## src/rtl/uart_pkg.sv

```systemverilog
// Shared definitions for the UART command-packet controller:
// FSM state encoding, error codes and the default packet start marker.
package uart_pkg;

  // Controller states, 3-bit encoding
  typedef enum logic [2:0] {
    ST_IDLE     = 3'd0,
    ST_GET_ADDR = 3'd1,
    ST_GET_LEN  = 3'd2,
    ST_GET_DATA = 3'd3,
    ST_GET_CHK  = 3'd4,
    ST_DRAIN    = 3'd5
  } state_t;

  // Error codes reported on o_Err_Code alongside o_Pkt_Err
  localparam logic [1:0] ERR_NONE = 2'b00;
  localparam logic [1:0] ERR_LEN  = 2'b01;
  localparam logic [1:0] ERR_CHK  = 2'b10;
  localparam logic [1:0] ERR_TMO  = 2'b11;

  // Default packet start marker
  localparam logic [7:0] SYNC_BYTE_DEF = 8'hA5;

  // A length byte is acceptable when it is 1..max_len
  function automatic logic len_ok(input logic [7:0] len, input int max_len);
    return (len != 8'd0) && (int'(len) <= max_len);
  endfunction

endpackage

```

## src/rtl/uart_cmd_buf.sv

```systemverilog
// Payload store for one command packet: DEPTH x 8 register array with a
// synchronous write port (fed while receiving) and a combinational read port
// (indexed by the drain pointer).
module uart_cmd_buf #(
  parameter int DEPTH = 16,
  parameter int AW    = 4
) (
  input  logic          i_Clock,
  input  logic          i_We,
  input  logic [AW-1:0] i_Wr_Idx,
  input  logic [7:0]    i_Wr_Byte,
  input  logic [AW-1:0] i_Rd_Idx,
  output logic [7:0]    o_Rd_Byte
);

  logic [7:0] r_mem [DEPTH];

  // Capture one payload byte per write strobe; out-of-range indices are ignored
  always_ff @(posedge i_Clock) begin
    if (i_We && (int'(i_Wr_Idx) < DEPTH)) begin
      r_mem[i_Wr_Idx] <= i_Wr_Byte;
    end
  end

  // The drain pointer may step one past the last entry; return 0 there
  assign o_Rd_Byte = (int'(i_Rd_Idx) < DEPTH) ? r_mem[i_Rd_Idx] : 8'h00;

endmodule

```

## src/rtl/uart_rx_cmd_ctrl.sv

```systemverilog
// Command-packet controller downstream of the UART receiver. Frames received
// bytes into SYNC/ADDR/LEN/payload/CHK packets, buffers the payload, and only
// after a good checksum replays it as register writes on a valid/ready port.
module uart_rx_cmd_ctrl
  import uart_pkg::*;
#(
  parameter int         CLKS_PER_BIT = 217,
  parameter int         TIMEOUT_CLKS = 20 * CLKS_PER_BIT,
  parameter int         MAX_LEN      = 16,
  parameter logic [7:0] SYNC_BYTE    = SYNC_BYTE_DEF
) (
  input  logic       i_Clock,
  input  logic       i_Reset,
  input  logic       i_RX_DV,
  input  logic [7:0] i_RX_Byte,
  output logic       o_Wr_Valid,
  input  logic       i_Wr_Ready,
  output logic [7:0] o_Wr_Addr,
  output logic [7:0] o_Wr_Data,
  output logic       o_Busy,
  output logic       o_Pkt_Done,
  output logic       o_Pkt_Err,
  output logic [1:0] o_Err_Code,
  output logic       o_Overrun
);

  localparam int AW = (MAX_LEN > 1) ? $clog2(MAX_LEN) : 1;
  localparam int TW = $clog2(TIMEOUT_CLKS + 1);
  localparam logic [TW-1:0] TMO_LAST = TW'(TIMEOUT_CLKS - 1);

  state_t        r_state;
  logic [7:0]    r_addr;
  logic [7:0]    r_len;
  logic [7:0]    r_idx;       // payload write index, reused as drain pointer
  logic [7:0]    r_chk;       // running mod-256 checksum
  logic [TW-1:0] r_tmo;       // idle clocks since the last byte in a packet
  logic          r_wr_valid;
  logic [7:0]    r_wr_addr;
  logic [7:0]    r_wr_data;
  logic          r_pkt_done;
  logic          r_pkt_err;
  logic [1:0]    r_err_code;
  logic          r_overrun;

  logic          w_buf_we;
  logic [AW-1:0] w_rd_idx;
  logic [7:0]    w_rd_byte;

  // Payload bytes go into the buffer at the current write index
  assign w_buf_we = (r_state == ST_GET_DATA) && i_RX_DV;

  // Read entry 0 while waiting for the checksum, otherwise the next drain entry,
  // so the output register can be reloaded on the same edge as a transfer
  assign w_rd_idx = (r_state == ST_DRAIN) ? (r_idx[AW-1:0] + AW'(1)) : '0;

  uart_cmd_buf #(
    .DEPTH (MAX_LEN),
    .AW    (AW)
  ) u_buf (
    .i_Clock   (i_Clock),
    .i_We      (w_buf_we),
    .i_Wr_Idx  (r_idx[AW-1:0]),
    .i_Wr_Byte (i_RX_Byte),
    .i_Rd_Idx  (w_rd_idx),
    .o_Rd_Byte (w_rd_byte)
  );

  // Packet framing FSM with checksum, timeout counter and registered outputs
  always_ff @(posedge i_Clock) begin
    if (i_Reset) begin
      r_state    <= ST_IDLE;
      r_addr     <= 8'h00;
      r_len      <= 8'h00;
      r_idx      <= 8'h00;
      r_chk      <= 8'h00;
      r_tmo      <= '0;
      r_wr_valid <= 1'b0;
      r_wr_addr  <= 8'h00;
      r_wr_data  <= 8'h00;
      r_pkt_done <= 1'b0;
      r_pkt_err  <= 1'b0;
      r_err_code <= ERR_NONE;
      r_overrun  <= 1'b0;
    end else begin
      r_pkt_done <= 1'b0;
      r_pkt_err  <= 1'b0;
      r_overrun  <= 1'b0;

      case (r_state)
        ST_IDLE: begin
          r_tmo <= '0;
          if (i_RX_DV && (i_RX_Byte == SYNC_BYTE)) begin
            r_state <= ST_GET_ADDR;
          end
        end

        ST_GET_ADDR, ST_GET_LEN, ST_GET_DATA, ST_GET_CHK: begin
          // A byte always beats a coincident timeout expiry
          if (i_RX_DV) begin
            r_tmo <= '0;
            case (r_state)
              ST_GET_ADDR: begin
                r_addr  <= i_RX_Byte;
                r_chk   <= i_RX_Byte;
                r_state <= ST_GET_LEN;
              end
              ST_GET_LEN: begin
                if (!len_ok(i_RX_Byte, MAX_LEN)) begin
                  r_pkt_err  <= 1'b1;
                  r_err_code <= ERR_LEN;
                  r_state    <= ST_IDLE;
                end else begin
                  r_len   <= i_RX_Byte;
                  r_chk   <= r_chk + i_RX_Byte;
                  r_idx   <= 8'h00;
                  r_state <= ST_GET_DATA;
                end
              end
              ST_GET_DATA: begin
                r_chk <= r_chk + i_RX_Byte;
                r_idx <= r_idx + 8'd1;
                if (r_idx == (r_len - 8'd1)) begin
                  r_state <= ST_GET_CHK;
                end
              end
              ST_GET_CHK: begin
                if (i_RX_Byte == r_chk) begin
                  r_idx      <= 8'h00;
                  r_wr_valid <= 1'b1;
                  r_wr_addr  <= r_addr;
                  r_wr_data  <= w_rd_byte;
                  r_state    <= ST_DRAIN;
                end else begin
                  r_pkt_err  <= 1'b1;
                  r_err_code <= ERR_CHK;
                  r_state    <= ST_IDLE;
                end
              end
              default: r_state <= ST_IDLE;
            endcase
          end else if (r_tmo == TMO_LAST) begin
            r_tmo      <= '0;
            r_pkt_err  <= 1'b1;
            r_err_code <= ERR_TMO;
            r_state    <= ST_IDLE;
          end else begin
            r_tmo <= r_tmo + TW'(1);
          end
        end

        ST_DRAIN: begin
          r_tmo <= '0;
          // Bytes arriving now cannot be framed; drop and flag them
          if (i_RX_DV) begin
            r_overrun <= 1'b1;
          end
          if (r_wr_valid && i_Wr_Ready) begin
            if (r_idx == (r_len - 8'd1)) begin
              r_wr_valid <= 1'b0;
              r_pkt_done <= 1'b1;
              r_state    <= ST_IDLE;
            end else begin
              r_idx     <= r_idx + 8'd1;
              r_wr_addr <= r_wr_addr + 8'd1;
              r_wr_data <= w_rd_byte;
            end
          end
        end

        default: r_state <= ST_IDLE;
      endcase
    end
  end

  assign o_Wr_Valid = r_wr_valid;
  assign o_Wr_Addr  = r_wr_addr;
  assign o_Wr_Data  = r_wr_data;
  assign o_Busy     = (r_state != ST_IDLE);
  assign o_Pkt_Done = r_pkt_done;
  assign o_Pkt_Err  = r_pkt_err;
  assign o_Err_Code = r_err_code;
  assign o_Overrun  = r_overrun;

endmodule

```

## config.mk

```make
export PLATFORM = sky130hd
export DESIGN_NAME = uart_rx_cmd_ctrl
export DESIGN_NICKNAME = d
export VERILOG_FILES = /design/src/rtl/uart_pkg.sv /design/src/rtl/uart_cmd_buf.sv /design/src/rtl/uart_rx_cmd_ctrl.sv
export SDC_FILE = /design/constraint.sdc
export NUM_CORES = 1
export LEC_CHECK = 0
export BUFFER_PORTS_ARGS = -buffer_cell sky130_fd_sc_hd__buf_4
export CAP_MARGIN = 25
export CORE_MARGIN = 2
export CORE_UTILIZATION = 47
export CTS_CLUSTER_SIZE = 24
export DETAILED_ROUTE_END_ITERATION = 10
export PLACE_DENSITY = 0.6
export SYNTH_ARGS = -nofsm -noshare
export SYNTH_HDL_FRONTEND = slang
export SYNTH_HIERARCHICAL = 1
export SYNTH_SLANG_ARGS = --single-unit
```

## constraint.sdc

```tcl
create_clock -name i_Clock -period 7.5 [get_ports i_Clock]
set_clock_uncertainty 0.05 [all_clocks]
set_input_delay 1.125 -clock i_Clock [delete_from_list [all_inputs] [get_ports i_Clock]]
set_output_delay 1.125 -clock i_Clock [all_outputs]
set_load 0.005 [all_outputs]
```

## After elaboration in Yosys (flattened, before gate mapping)

Memories as Yosys holds them, arrays and structs flattened.
Cells that the tools add are included.

| storage, ports and cells | value |
|---|---|
| memories | 1 |
| bits of input ports | 12 |
| RAM bits | 128 |
| word-level logic and storage cells | 128 |
| register bits | 70 |
| output and inout port bits | 23 |

| operators by class | value |
|---|---|
| bitwise gates (word level) | 3 |
| eq/ne operators | 25 |
| reductions and logical operators | 24 |
| add/sub/neg operators | 6 |
| muxes and demuxes | 55 |
| magnitude comparators | 1 |

Memory list:

| name | depth | bits a word | read ports | clocked after Yosys merged registers in | wr ports | line | source |
|---|---|---|---|---|---|---|---|
| u_buf.r_mem | 16 | 8 | 1 | 0 | 1 | uart_cmd_buf.sv:16 | `logic [7:0] r_mem [DEPTH];` |

Operators with widths:

| kind | number |
|---|---|
| $mux 8 | 16 |
| $pmux 8 s2 | 3 |
| $pmux 8 s3 | 2 |
| $mux 13 | 2 |
| $pmux 13 s2 | 1 |
| $mux 3 | 7 |
| $add 8x1->8 const B | 2 |
| $eq 8x8->1 | 2 |
| $ne 3x3->1 const B | 5 |
| $add 13x1->13 const B | 1 |
| $eq 13x13->1 const B | 1 |
| $mux 1 | 13 |
| $ne 2x2->1 const B | 6 |
| $pmux 3 s4 | 1 |
| $reduce_and 6->1 | 2 |
| $mux 2 | 5 |
| $reduce_and 5->1 | 2 |
| $pmux 3 s3 | 1 |
| $add 8x8->8 | 1 |
| $eq 8x8->1 const B | 1 |
| $le 8x5->1 const B | 1 |
| $ne 4x4->1 const B | 2 |
| $reduce_and 4->1 | 2 |
| $reduce_bool 8->1 | 1 |
| other kinds (20) | 34 |

## Logic depth before layout (Yosys ltp)

Gate-level depths: netlist of run 1.
An unclocked memory read counts as a cell.

| depth | value |
|---|---|
| depth after elaboration | 7 |
| gate-level depth with buffers | 13 |

## Cells and area by module

Netlist of run 1, hierarchy kept.

Modules (own cells, without submodules):

| module | times used | area each (um2) | cells each | sequential area each (um2) |
|---|---|---|---|---|
| uart_cmd_buf | 1 | 4987.3 | 221 | 3843.7 |
| uart_rx_cmd_ctrl | 1 | 3913.8 | 495 | 1401.3 |

## Worst setup path after synthesis of run 1

No wires, ideal clock.

| timing | value |
|---|---|
| path type | input to register |
| start point | input port i_RX_DV |
| end point | memory u_buf.r_mem[0][0], enable pin |
| stages | 5 |
| arrival | 2958 ps |
| slack | 4108 ps |
| cell sequence | clkbuf_1 > clkbuf_1 > and3_1 > or3b_2 > nor3_1 |

| on the way | value |
|---|---|
| cells in the longest elaborated chain, start to end | 3 |

RTL lines:

| item | line | source |
|---|---|---|
| start, declared | uart_rx_cmd_ctrl.sv:14 | `input logic i_RX_DV,` |
| $logic_and 1x1->1 | uart_rx_cmd_ctrl.sv:50 | `assign w_buf_we = (r_state == ST_GET_DATA) && i_RX_DV;` |
| via w_buf_we | uart_rx_cmd_ctrl.sv:45 | `logic w_buf_we;` |
| $mux 1 | uart_cmd_buf.sv:20 | `if (i_We && (int'(i_Wr_Idx) < DEPTH)) begin` |
| $mux 1 (not written as such) | uart_cmd_buf.sv:21 | `r_mem[i_Wr_Idx] <= i_Wr_Byte;` |
| end, declared | uart_cmd_buf.sv:16 |  |

The timed path passes the listed nets, and every way through them passes these cells.

## Worst setup path after layout of run 1

| timing | value |
|---|---|
| start point | register r_state[0] |
| end point | register r_wr_data[6], in the netlist o_Wr_Data[6] |

| on the way | value |
|---|---|
| cells in the longest elaborated chain, start to end | 7 |
| elaborated cells on any way between the ends | 21 |
| those cells by class | eq/ne (10); mux (7); reduce/logical (3); memory (1) |

RTL lines:

| item | line | source |
|---|---|---|
| start, declared | uart_rx_cmd_ctrl.sv:31 | `state_t r_state;` |
| start signal, assigned | uart_rx_cmd_ctrl.sv:71 | `r_state <= ST_IDLE;` |
| start signal, assigned | uart_rx_cmd_ctrl.sv:93 | `r_state <= ST_GET_ADDR;` |
| start signal, assigned | uart_rx_cmd_ctrl.sv:105 | `r_state <= ST_GET_LEN;` |
| $eq 3x3->1 (*) | uart_rx_cmd_ctrl.sv:54 | `assign w_rd_idx = (r_state == ST_DRAIN) ? (r_idx[AW-1:0] + AW'(1)) : '0;` |
| $mux 4 (*) | uart_rx_cmd_ctrl.sv:54 |  |
| via w_rd_idx[0] | uart_rx_cmd_ctrl.sv:46 | `logic [AW-1:0] w_rd_idx;` |
| $mem_v2 16x8 (*) | -- |  |
| via w_rd_byte[6] | uart_rx_cmd_ctrl.sv:47 | `logic [7:0] w_rd_byte;` |
| $mux 8 | uart_rx_cmd_ctrl.sv:127 | `if (i_RX_Byte == r_chk) begin` |
| $mux 8 | uart_rx_cmd_ctrl.sv:101 | `case (r_state)` |
| $mux 8 | uart_rx_cmd_ctrl.sv:99 | `if (i_RX_DV) begin` |
| $pmux 8 s2 (*) | uart_rx_cmd_ctrl.sv:89 | `case (r_state)` |
| end signal, assigned | uart_rx_cmd_ctrl.sv:131 | `r_wr_data <= w_rd_byte;` |
| end signal, assigned | uart_rx_cmd_ctrl.sv:165 | `r_wr_data <= w_rd_byte;` |
| end, declared | uart_rx_cmd_ctrl.sv:39 | `logic [7:0] r_wr_data;` |

Mark *: on every way through the listed nets, which the timed path passes. The rest lies on a longest branch. The select of a mux whose other input is x is not followed.
A chain may end at the register's enable or synchronous reset.

==> summary.md, run 1 <==
| Metric | Value |
|---|---|
| Status | finished clean |
| GRT Total Usage | ~21% |
| Critical path launch point type | flip-flop |
| GPL Wtd Cong | between 0.8 and 0.9 |
| Slew headroom | about a third |
| Final setup violation count | 0 |
| CP Data Arrival Time | just under 4 ns |
| Hold buffer count at CTS | 0 |
| WL/cell | 20.2 µm |
| Fin crit share | between 40% and 50% |
| Asr flop ratio synth | 0% |
| LEAKAGE | 3.35 nW |
| Max-cap violation count | 0 |
| Net Switching | between 0.5 and 0.6 mW |
| CP required | between 7 and 8 ns |
| R2R setup slack | between 3 and 4 ns |
| Initial DRC count | between 400 and 500 |
| Clock Tree Buf Depth | 2 |
| Pwr dens | ~240 mW/mm² |
| Post-CTS setup repair buffer count | 0 |
| Sequential area share after synthesis | between 50% and 60% |
| Syn Nets | 740 |
| Most frequent cells in the layout | edfxtp_1, nand2_1, dfxtp_1, nor2_1, a21oi_1 |
| Global-route wire length before repair | approximately 31000 µm |
| Die Y-Extent | 142 µm |
| Measured slew at the worst slew-check pin | 1.01 ns |
| DRC Markers | 0 |
| DP HPWL | around 13000 µm |
| P_int | 1.75 mW |
| Avg Cell Area, Syn | roughly 12 µm² |
| Worst-Skew Late Latency | roughly 0.44 ns |
| Most common cell after layout, fill and taps aside | edfxtp_1 |
| Dpl cell area | ~0.0093 mm² |
| Vias per Instance | roughly 5.9 |
| Synth warn | 6 |
| Final Routed Wirelength | between 15000 and 20000 µm |
| Share of cells above drive strength 1 | 13.7% |
| Finished Cell Area | around 0.01 mm² |
| Resize count post-CTS | 0 |
| EDFF count, synth | ~130 |
| Predominant post-synthesis flop cell | edfxtp_1 |
| Gate power share | between 10% and 20% |
| Synthesized cell area | just under 0.009 mm² |
| Top Ports | 35 |
| Antenna Cells | 0 |
| Worst VDD drop | between 0.1 and 0.15 mV |
| Vias in the first global route | ~5700 |
| Unrepaired setup endpoints after global routing | no |
| Row cnt | 50 |
| Pre-Repair DR Iteration Count | 5 |
| Crit path capture type | flip-flop |
| Residual overflow from global routing | 0 |
| Routed via count | about 5800 |
| Core Box Area | ~0.019 mm² |
| Post-route setup TNS | 0 ns |
| Clk slew on worst S/H paths | roughly 0.07 ns |
| Max-slew violations | 0 |
| Total CTS buffers | 17 |
| Synthesized flop and latch total | roughly 200 |
| Switch share | about 25% |
| Port Buffers | 34 |
| Largest net degree at the start of global routing | 55 |
| Final nets | between 700 and 800 |
| Setup CP Type | reg -> reg |
| Clock sink count | slightly below 200 |
| Hold WC Path Type | reg -> reg |
| Initial Util | between 40% and 50% |
| Clk network pwr share | roughly two fifths |
| Maximum clock frequency | around 280 MHz |
| Area Growth Syn to Fin | 11.0% |
| Critical path fanouts, max | 32 |
| Minimum clock period | 3.63 ns |
| Sequential share of power | between 50% and 60% |
| DIE AREA | 0.0201 mm² |
| Post-Synthesis Cells | roughly 720 |
| Die width | ~140 µm |
| CTS H-tree depth | 4 |
| Netlist cell types | 69 |
| Post-route ant nets | 0 |
| CTS tree | yes |
| Clk root buf | clkbuf_16 |
| Initial antenna violation count | 0 |
| Final hold vios | 0 |
path summary, 6_finish.rpt:
check | from | to | cells past startpoint
max | r_state[0] | o_Wr_Data[6] | 8
min | r_addr[3] | r_addr[3] | 2
max reg2reg | r_state[0] | o_Wr_Data[6] | 8
min reg2reg | r_addr[3] | r_addr[3] | 2
routing by layer:
metal | up-vias | global-route usage [%] | routed length [µm]
li1 | 2762 | - | -
met2 | 134 | 35.1 | 9950
met3 | 11 | 4.15 | 834
met1 | 2852 | 27.6 | 8910
met5 | - | 0 | 0
met4 | 0 | 4.47 | 154
per-stage QoR:
| step | hold slack, ns | power, mW | worst slack, ns | util [%] | cells |
|---|---|---|---|---|---|
| after floorplan | 0.387 | 1.39 | 4.11 | - | 716 |
| after global placement | 0.399 | 1.47 | 3.86 | 49.9 | 952 |
| after detailed placement | 0.408 | 1.47 | 3.83 | 49.9 | 952 |
| after CTS | 0.418 | 2.37 | 3.79 | 53.0 | 984 |
| after global routing | 0.442 | 2.44 | 3.58 | 53.0 | 984 |
| final | 0.412 | 2.35 | 3.87 | 53.0 | 984 |
Yosys cell counts (all sizes together), types with 15 or more instances:
cell      n  area [µm²]
edfxtp  128        3840
nand2    76         285
dfxtp    70        1400
nor2     66         248
a21oi    44         228
mux4     32         773
nor3     25         141
clkbuf   22        82.6
nand3    18        90.1
a22oi    17         128
o21ai    17        92.6
xor2     15         131
kinds of logic (layout without fill, tap and decap cells):
family,Yosys count,in the layout,share of synthesized area [%]
muxes,44,44,10.0
DFF,198,198,58.9
xor gates and xnor gates,24,24,2.36
adders and majority gates,12,12,1.77
buffers and inverters,50,84,2.77
and+or+nand+nor,251,251,13.7
AOI/OAI and AO/OA,137,137,10.4
worst max-delay path, stage by stage (launching register included):
cell	delay, ns
dfxtp_1	0.78
nand2_1	0.65
nor2_4	0.21
buf_4	0.53
mux4_2	0.59
a22oi_1	0.37
nand2_1	0.12
mux2i_1	0.14
nor2_1	0.05
registers in the layout (all words and copies together), names as in the netlist, 2 cells and up:
name	count
r_tmo	13
o_Wr_Addr	8
o_Wr_Data	8
r_addr	8
r_chk	8
r_state	3
o_Err_Code	2
u_buf/r_mem	128
r_idx	8
r_len	8
final cells by class:
| class | instances | area, µm² |
|---|---|---|
| inverters | 12 | 45.0 |
| flip-flops and latches | 198 | 5250 |
| multi-input cells | 468 | 3420 |
| well taps | 234 | 293 |
| fillers | 1588 | 8770 |
| clock inverters | 13 | 131 |
| repair buffers | 40 | 300 |
| clock buffers | 19 | 443 |
power groups by stage:
stage | Clock (mW) | Sequential (mW) | Combinational [mW]
after detailed placement | 0 | 1.24 | 0.238
final | 0.899 | 1.21 | 0.238
after floorplan | 0 | 1.22 | 0.175
after global placement | 0 | 1.24 | 0.233
after global routing | 0.960 | 1.22 | 0.267
after CTS | 0.916 | 1.21 | 0.239
No activity file was read; power rests on OpenSTA's default activity.
==> inputs of run 2 (changes only) <==
- PLACE_DENSITY: 0.6 -> 0.63
- clock period: 7.5 -> 2.95 ns (I/O delays scaled with it)
==> run 2 against run 1 <==
Core utilization rose by 1.8 points. Flip-flop and latch count did not move. Die area did not move. Cell area rose by 3.5%. Sequential share of layout area fell by 1.8 points. Via count rose by 6.8%. Highest routed layer unchanged. First-iteration DRC count rose by 21%. Fmax rose by 31%. Cell count rose by 3.6%.
==> summary.md, run 2 (synthesized netlist as in run 1, its figures left out) <==
| Metric | Value |
|---|---|
| CP Buf/Inv Count | 2 (+1) |
| Row cnt | 50 (unchanged) |
| Minimum clock period | 2.77 ns (-0.858 ns) |
| Maximum clock frequency | 361 MHz (+31%) |
| Post-route ant nets | 0 (unchanged) |
| Clock sink count | 198 (unchanged) |
| Critical Path Max Stage Delay | 0.62 ns (-0.16 ns) |
| Largest reg by FF count | u_buf/r_mem |
| Setup CP Type | reg -> reg |
| Max reg flops | 128 (unchanged) |
| Grt met2 use | 37.6% (+2.5 points) |
| Status | finished clean |
| Largest net degree at the start of global routing | 54 (-1.8%) |
| Clock Tree Buf Depth | 2 (unchanged) |
| Worst VDD drop | 0.412 mV (+220%) |
| CP required | 3.21 ns (-4.54 ns) |
| Hold Slack | 0.226 ns (-0.186 ns) |
| Crit path max-delay family | compound AO/OA/AOI/OAI gates |
| Clk slew on worst S/H paths | 0.07 ns (about the same) |
| Area Growth Syn to Fin | 14.8% |
| Share of cells above drive strength 1 | 17.6% (+3.8 points) |
| Die Y-Extent | 142 µm (unchanged) |
| WL/cell | 20.9 µm (+3.4%) |
| Post-CTS setup repair buffer count | 0 (unchanged) |
| Total chip power | 6.18 mW (+160%) |
| DRC Markers | 0 (unchanged) |
| DP HPWL | 14400 µm (+14%) |
| Dpl cells | 987 (+3.7%) |
| Post-route setup TNS | 0 ns (unchanged) |
| Fillcell total | 1557 (-2.0%) |
| Most frequent cells in the layout | edfxtp_1, nand2_1, buf_4, dfxtp_1, nor2_1 |
| Fin crit share | 94.0% (+46 points) |
| Critical path fanouts, max | 17 (-47%) |
| Layout Cells excl Fill | 1019 (+3.6%) |
| Fin worst setup slack | 0.177 ns (-3.69 ns) |
| Final setup violation count | 0 (unchanged) |
| Finished Cell Area | 0.0102 mm² (+3.5%) |
| Antenna Cells | 0 (unchanged) |
| Routing usage on met3 | 4.59% (+0.44 points) |
| Slowest CP cell | o21ai_2 |
| CTS tree | yes |
| Initial antenna violation count | 0 (unchanged) |
| Die width | 142 µm (unchanged) |
| GRT Total Usage | 22.1% (+1.5 points) |
| Most common cell after layout, fill and taps aside | edfxtp_1 |
| Vias per Instance | 6.03 (+3.1%) |
| Final Routed Wirelength | 21300 µm (+7.1%) |
| Initial DRC count | 509 (+21%) |
| Initial Util | 47.7% (unchanged) |
| Clk root buf | clkbuf_16 |
| Crit path capture type | flip-flop |
| Final nets | 796 (+4.6%) |
| Slew headroom | 50.1% (+18 points) |
| Routed via count | 6149 (+6.8%) |
| Vias in the first global route | 6049 (+5.9%) |
| Unrepaired setup endpoints after global routing | no |
| Final hold vios | 0 (unchanged) |
| Worst-Skew Late Latency | 0.43 ns (about the same) |
| Hold buffer count at CTS | 0 (unchanged) |
| CTS H-tree depth | 4 (unchanged) |
| Residual overflow from global routing | 0 (unchanged) |
| LEAKAGE | 3.56 nW (+6.2%) |
| Pwr dens | 605 mW/mm² (+150%) |
| GR peak layer | met2 |
| Pre-Repair DR Iteration Count | 5 (unchanged) |
| Core Box Area | 0.0186 mm² (unchanged) |
| Max-cap violation count | 0 (unchanged) |
| GPL Wtd Cong | 0.882 (+8.8%) |
| Measured slew at the worst slew-check pin | 0.749 ns (-0.260 ns) |
| Max-slew violations | 0 (unchanged) |
| Critical path launch point type | flip-flop |
| DIE AREA | 0.0201 mm² (unchanged) |
| Port Buffers | 34 (unchanged) |
| Total CTS buffers | 17 (unchanged) |
| Largest registers | u_buf/r_mem (128), r_tmo (13) |
| Pre-CTS setup slack | 0.185 ns (-3.65 ns) |
| CP cell instances | inv_1 -> ha_1 -> xor2_1 -> o2111ai_1 -> nand4bb_1 -> o21ai_2 -> buf_4 -> mux2i_1 -> nor2_1 |
| Final Core Density | 54.8% (+1.8 points) |
| CP Data Arrival Time | 3.03 ns (-0.85 ns) |
| Top Ports | 35 (unchanged) |
| Resize count post-CTS | 0 (unchanged) |
| Dpl cell area | 0.00959 mm² (+3.1%) |
| Global-route wire length before repair | 33600 µm (+6.8%) |
| Hold WC Path Type | in -> reg |
| Met1 Usage GRT | 29.4% (+1.8 points) |
| R2R setup slack | 0.18 ns (-3.69 ns) |
[run 2: changes by cell type in the layout (fill, tap and decap cells not counted), moves of 2 or more]
cell | previous run | this run
buf_4 | 40 | 73
clkinv_8 | 0 | 3
buf_12 | 0 | 2
inv_8 | 2 | 4
inv_6 | 6 | 4
clkinv_2 | 2 | 0
[run 2: layout make-up]
cell class,count,area (µm²),area share (%)
repair buffers,75,588,5.75
inverters,12,45.0,0.441
clock buffers,17,425,4.16
clock inverters,15,206,2.02
flip-flops and latches,198,5250,51.3
well taps,234,293,2.86
multi-input cells,468,3420,33.4
[run 2: path summary, 6_finish.rpt]
path	start	to	cells past startpoint
worst max-delay path	r_len[0]	o_Wr_Data[1]	9
worst min register to register	r_addr[7]	r_addr[7]	2
worst max register to register	r_len[0]	o_Wr_Data[1]	9
worst min-delay path	i_RX_Byte[1]	u_buf/r_mem[10][1]	1
[run 2: where the power goes]
part	switching, mW	total, mW	leakage [nW]	internal (mW)
Clock	1.13	2.43	0.309	1.31
Sequential	0.0459	3.05	1.72	3.00
Combinational	0.432	0.694	1.54	0.262
Total	1.60	6.18	3.56	4.57
[run 2: metal layers]
metal | vias up | wire (µm)
met5 | - | 0
met4 | 0 | 236
met3 | 20 | 1230
met2 | 203 | 10700
met1 | 3081 | 9060
li1 | 2845 | -
